==> config.mk <==
export PLATFORM = sky130hd
export DESIGN_NAME = hilo_pipe
export DESIGN_NICKNAME = d
export VERILOG_FILES = /design/src/rtl/hilo_pipe_pkg.sv /design/src/rtl/hilo_slot_reg.sv /design/src/rtl/hilo_pipe.sv
export SDC_FILE = /design/constraint.sdc
export NUM_CORES = 1
export LEC_CHECK = 0
export ABC_AREA = 0
export BUFFER_PORTS_ARGS = -buffer_cell sky130_fd_sc_hd__buf_2
export CORE_MARGIN = 2
export CORE_UTILIZATION = 40
export CTS_BUF_LIST = sky130_fd_sc_hd__clkbuf_16
export DETAILED_ROUTE_END_ITERATION = 8
export PLACE_DENSITY = 0.62
export SKIP_LAST_GASP = 1
export SLEW_MARGIN = 20
export SYNTH_ARGS = -nofsm -noshare
export SYNTH_HDL_FRONTEND = slang
export SYNTH_SLANG_ARGS = --single-unit
==> constraint.sdc <==
create_clock -name clk -period 2.9 [get_ports clk]
set_input_delay 0.435 -clock clk [delete_from_list [all_inputs] [get_ports clk]]
set_output_delay 0.435 -clock clk [all_outputs]
set_load 0.02 [all_outputs]
==> src/rtl/hilo_pipe_pkg.sv <==
// Shared HI/LO pipeline types and constants: data width, write enables,
// the in-flight slot record and the per-slot update operation.
package hilo_pipe_pkg;

  localparam int unsigned DATA_W = 32;

  localparam logic [DATA_W-1:0] ZeroWord     = '0;
  localparam logic              WriteEnable  = 1'b1;
  localparam logic              WriteDisable = 1'b0;

  typedef struct packed {
    logic              valid;
    logic [DATA_W-1:0] hi;
    logic [DATA_W-1:0] lo;
  } hilo_slot_t;

  typedef enum logic [1:0] {
    SLOT_HOLD  = 2'd0,
    SLOT_LOAD  = 2'd1,
    SLOT_CLEAR = 2'd2
  } slot_op_e;

endpackage

==> src/rtl/hilo_slot_reg.sv <==
// One in-flight HI/LO slot: load, hold or clear each edge; reset invalidates.
// Clearing drops only the valid bit; data fields are don't-care once invalid.
module hilo_slot_reg
  import hilo_pipe_pkg::*;
(
  input  logic       clk,
  input  logic       rst,
  input  slot_op_e   i_op,
  input  hilo_slot_t i_d,
  output hilo_slot_t o_q
);

  hilo_slot_t r_q;

  always_ff @(posedge clk) begin
    if (rst) begin
      r_q.valid <= WriteDisable;
      r_q.hi    <= ZeroWord;
      r_q.lo    <= ZeroWord;
    end else begin
      case (i_op)
        SLOT_LOAD:  r_q       <= i_d;
        SLOT_CLEAR: r_q.valid <= WriteDisable;
        default:    r_q       <= r_q;
      endcase
    end
  end

  assign o_q = r_q;

endmodule

==> src/rtl/hilo_pipe.sv <==
// HI/LO write pipeline: EX -> M -> W -> architectural HI/LO.
// Build option HILO_FWD_EN: forward in-flight M/W values to readers instead of
// raising a hazard stall request.
module hilo_pipe
  import hilo_pipe_pkg::*;
(
  input  logic              clk,
  input  logic              rst,
  input  logic              ex_whilo_i,
  input  logic [DATA_W-1:0] ex_hi_i,
  input  logic [DATA_W-1:0] ex_lo_i,
  input  logic              stall_i,
  input  logic              flush_i,
  input  logic              rd_req_i,
  output logic [DATA_W-1:0] rd_hi_o,
  output logic [DATA_W-1:0] rd_lo_o,
  output logic              hazard_o,
  output logic [DATA_W-1:0] hi_o,
  output logic [DATA_W-1:0] lo_o
);

  slot_op_e          w_op;
  hilo_slot_t        w_ex_slot;
  hilo_slot_t        w_m_q;
  hilo_slot_t        w_w_q;
  logic [DATA_W-1:0] r_hi;
  logic [DATA_W-1:0] r_lo;

  // Flush beats stall; reset is applied inside each slot ahead of both.
  always_comb begin
    w_op = SLOT_LOAD;
    if (flush_i)      w_op = SLOT_CLEAR;
    else if (stall_i) w_op = SLOT_HOLD;
  end

  always_comb begin
    w_ex_slot.valid = ex_whilo_i;
    w_ex_slot.hi    = ex_hi_i;
    w_ex_slot.lo    = ex_lo_i;
  end

  hilo_slot_reg u_slot_m (
    .clk  (clk),
    .rst  (rst),
    .i_op (w_op),
    .i_d  (w_ex_slot),
    .o_q  (w_m_q)
  );

  hilo_slot_reg u_slot_w (
    .clk  (clk),
    .rst  (rst),
    .i_op (w_op),
    .i_d  (w_m_q),
    .o_q  (w_w_q)
  );

  always_ff @(posedge clk) begin
    if (rst) begin
      r_hi <= ZeroWord;
      r_lo <= ZeroWord;
    end else if (!flush_i && !stall_i && (w_w_q.valid == WriteEnable)) begin
      r_hi <= w_w_q.hi;
      r_lo <= w_w_q.lo;
    end
  end

  assign hi_o = r_hi;
  assign lo_o = r_lo;

`ifdef HILO_FWD_EN
  // Only registered slots feed readers, so ex_* never reaches rd_* combinationally.
  always_comb begin
    rd_hi_o = r_hi;
    rd_lo_o = r_lo;
    if (w_m_q.valid == WriteEnable) begin
      rd_hi_o = w_m_q.hi;
      rd_lo_o = w_m_q.lo;
    end else if (w_w_q.valid == WriteEnable) begin
      rd_hi_o = w_w_q.hi;
      rd_lo_o = w_w_q.lo;
    end
  end

  assign hazard_o = 1'b0;
`else
  assign rd_hi_o  = r_hi;
  assign rd_lo_o  = r_lo;
  assign hazard_o = rd_req_i & (w_m_q.valid | w_w_q.valid);
`endif

endmodule

# Word-level counts from Yosys, hierarchy flattened
# Cells that the tools add are included.
# totals
inputBits,70
reg_bits,194
latchBits,0
mem_bits_rw,0
n_memories,0
romBits,0
# op_classes
muxes,4
addsub,0
bitwise_logic,2
order_cmp,0
n_reduce_logical,5
n_mul,0
shift,0
n_eq_ne,2
n_div,0
# ops
cell,count
one-hot mux 1 bit (2 select lines),2
== test 2 x 1 -> 1 bit (second input constant),1
== test 2 bit (second input constant),1
logical AND 1 bit,2
logical NOT 1 bit,2
two-way mux 2 bit,1
nonzero test 2 bit,1
AND 1 bit,1
two-way mux 1 bit,1
bitwise OR 1 bit,1

# Depth between registers and ports, before layout
# logic_depth
depth_word,4
ltp_mapped,5
mapped_depth_nobuf,2

# Cells and area by module
# Synthesis repeated with hierarchy kept, for this count alone.
# unflattened
hier_cells,772
hier_area_um2,8147.8
# modules_own_cells
mod,instances,seq_area_each_um2,area_per_inst_um2,cells_per_inst
hilo_slot_reg,2,1301.2,2367.3,214
hilo_pipe,1,1281.2,3413.3,344

# Worst setup path before layout
# No wires, ideal clock.
# synth_path
path_type,input to register
from,input port flush_i
to,register u_slot_w.r_q (netlist bit u_slot_w.o_q[21])
arrival_ns,1.330
path_slack_ns,1.499
stages,5
n_path_buf,3
required_time_ns,2.830
setup_ns,0.070
path_cell_list,buf_2 -> buf_2 -> clkbuf_1 -> or3b_1 -> a21oi_1
# synth_between
elab_chain_len,2
# synth_lines
element,line,text
from (decl),hilo_pipe.sv:13,"input logic flush_i,"
two-way mux 2 bit,hilo_pipe.sv:32,if (flush_i) w_op = SLOT_CLEAR;
== test 2 x 1 -> 1 bit,hilo_slot_reg.sv:21,case (i_op)
to (signal assigned),hilo_slot_reg.sv:22,SLOT_LOAD: r_q <= i_d;
to (signal assigned),hilo_slot_reg.sv:24,default: r_q <= r_q;
to (decl),hilo_slot_reg.sv:13,hilo_slot_t r_q;
# No other way between the ends.
# A chain may end at the register's enable or synchronous reset.

# Worst setup path after layout
# layout_path
from,register u_slot_w.r_q (netlist bit u_slot_w.o_q[64])
to,output port hazard_o
# layout_between
elab_chain_len,2
# layout_lines
element,line,text
bitwise OR 1 bit,hilo_pipe.sv:89,assign hazard_o = rd_req_i & (w_m_q.valid | w_w_q.valid);
AND 1 bit,hilo_pipe.sv:89,
to (decl),hilo_pipe.sv:17,"output logic hazard_o,"
# No other way between the ends.

==> flow_summary.json <==
{
  "area_delta_synth_final_pct": 12.9,
  "power_uw": 5410,
  "die-area_um2": 23100,
  "grt_usage": 0.145,
  "finalCritPeriodShare": 0.526,
  "grt_pass1_wl_um": 28100,
  "whs_ns": 0.300,
  "run_status": "complete, no violations",
  "drv_slew": 0,
  "dpl_worst_slack_ns": 1.08,
  "ys_warn_count": 0,
  "fillers": 2144,
  "fin_nets": 1075,
  "vias": 6181,
  "setup_ws_ns": 1.37,
  "synth-seq-cells": 194,
  "yosysUniqueCellTypes": 15,
  "numCtsBuffers": 17,
  "antennaDiodeCount": 0,
  "first_pass_iters": 4,
  "drtAntennaViolNets": 0,
  "p_per_area_nw_per_um2": 548,
  "cts_sinks": 194,
  "port_buffers": 198,
  "root_buffer": "clkbuf_16",
  "netlist_area_um2": 8750,
  "multiInputGateArea_um2": 3890,
  "grt_pass1_vias": 5438,
  "fin_worst_skew_ns": 0.00682,
  "cp.required_ns": 2.47,
  "ctsHoldBuffers": 0,
  "fin_crit_ns": 1.53,
  "start_util": 0.405,
  "io_pins": 199,
  "overflow": 0,
  "max_freq_mhz": 655,
  "clock_path_buffers": 2,
  "tns_ns": 0,
  "clkTransAtPathRegs_ns": 0.07,
  "worst_hold_path_type": "in -> reg",
  "max-cap-violations": 0,
  "cts_tree": "built",
  "final_util": 0.457,
  "vias_per_cell": 4.77,
  "core_um2": 21600,
  "finalSetupViolCount": 0,
  "synth_top_family_by_area": "simple AND/OR/NAND/NOR gates",
  "crit_fanout": 3,
  "die_w_um": 152,
  "crit_arrival_ns": 1.09,
  "critical_path_class": "reg -> out",
  "yosys-mux-area-fraction": 0.0755,
  "tightest_slew_ns": 0.622,
  "cts_resized": 0,
  "drcViolationCount": 0,
  "clk_latency_ns": 0.42,
  "first_iter_violations": 328,
  "synthAdderAreaFrac": 0,
  "drive_gt1_frac": 0.238,
  "r2r_setup_slack_ns": 1.57,
  "globalplace.congestion": 0.684,
  "hold_violations": 0,
  "synth-xor-area-share": 0,
  "syn_nets": 1002,
  "grt_setup_unrepaired": "no",
  "synth_compound_area_frac": 0.147,
  "post_cts_buffers": 0,
  "cts_max_level": 4,
  "syn_inst": 932,
  "slew_headroom": 0.585,
  "die_h_um": 152,
  "rows": 54,
  "synth-simple-area-share": 0.222,
  "p_leak_uw": 0.00368,
  "drt-total-wl_um": 17000,
  "ir_drop_mv": 0.376,
  "antenna_found_initial": 0,
  "avgRoutedWirePerCell_um": 13.1,
  "grt_max_degree": 116,
  "synth.avg_cell_area_um2": 9.38,
  "startpoint_type": "flip-flop",
  "synth.yosys.seq_area_share": 0.444,
  "critPathCaptureType": "output pin",
  "seqCellArea_um2": 3880,
  "hpwl_um": 10300
}
==> flip-flops by register name (all words and copies together) (netlist names) <==
signal        flops
u_slot_w.o_q     65
hi_o             32
lo_o             32
u_slot_m.o_q     65
==> final timing paths <==
path | end | start | depth (start not counted)
hold / removal | u_slot_m.o_q[64] | ex_whilo_i | 3
hold reg to reg | hi_o[1] | u_slot_w.o_q[33] | 2
setup / recovery | hazard_o | u_slot_w.o_q[64] | 2
setup reg to reg | hi_o[0] | u_slot_w.o_q[64] | 3
==> through the flow <==
| stage | cells | cell area, um^2 |
|---|---|---|
| final | 1297 | 9870 |
| after floorplan | 932 | 8750 |
| after global routing | 1297 | 9870 |
| after detailed placement | 1266 | 9290 |
| after global placement | 1266 | 9290 |
| after CTS | 1297 | 9870 |
==> cells in the final DEF, fill, tap and decap left out <==
cell type,count
a21oi_1,128
dfxtp_1,194
nand2b_1,128
nor3b_2,1
or3b_1,128
nor3_1,2
o21ai_0,108
buf_6,3
o21ai_1,20
clkinv_2,3
bufinv_16,2
buf_4,7
clkbuf_16,17
inv_8,3
o21a_1,1
buf_12,5
clkinvlp_4,4
buf_2,195
inv_6,2
mux2i_1,66
==> synthesized netlist by cell type <==
cell / number / area (um^2)
buf_4: 65 / 488
buf_2: 7 / 35.0
dfxtp_1: 194 / 3880
o21ai_0: 108 / 541
buf_6: 18 / 203
a21oi_1: 128 / 641
clkbuf_1: 62 / 233
o21ai_1: 20 / 100
mux2i_1: 66 / 661
o21a_1: 1 / 7.51
or3b_1: 128 / 1120
buf_1: 4 / 15.0
nand2b_1: 128 / 801
nor3_1: 2 / 10.0
nor3b_1: 1 / 7.51
==> layer usage <==
metal | up-vias | wire, um | track usage
met2 | 109 | 7220 | 0.210
met4 | 0 | 261 | 0.0503
li1 | 3318 | - | -
met3 | 18 | 581 | 0.0297
met1 | 2736 | 8910 | 0.214
met5 | - | 0 | 0
==> critical path, stage by stage (launching register included) <==
cell     delay (ns)
dfxtp_1        0.33
o21a_1         0.18
buf_2          0.16
==> power breakdown <==
part           internal, uW  leakage, uW  switching, uW  total (uW)
Sequential             2720      0.00157           21.2        2740
Clock                  1280     0.000277           1060        2350
Combinational           144      0.00183            185         329
==> area by class of cell <==
type                            instances  share of cell area
Clock buffer                           17              0.0431
Clock inverter                         14              0.0158
Multi-Input combinational cell        582               0.394
Sequential cell                       194               0.393
Tap cell                              280              0.0355
Timing Repair Buffer                  210               0.118
==> logic make-up (layout without fill, tap and decap cells) <==
kind of cell | after synthesis | in the layout
compound gates | 257 | 257
buf+inv | 156 | 241
flops | 194 | 194
mux | 66 | 66
simple gates | 259 | 259
(Power assumes the default switching activity.)
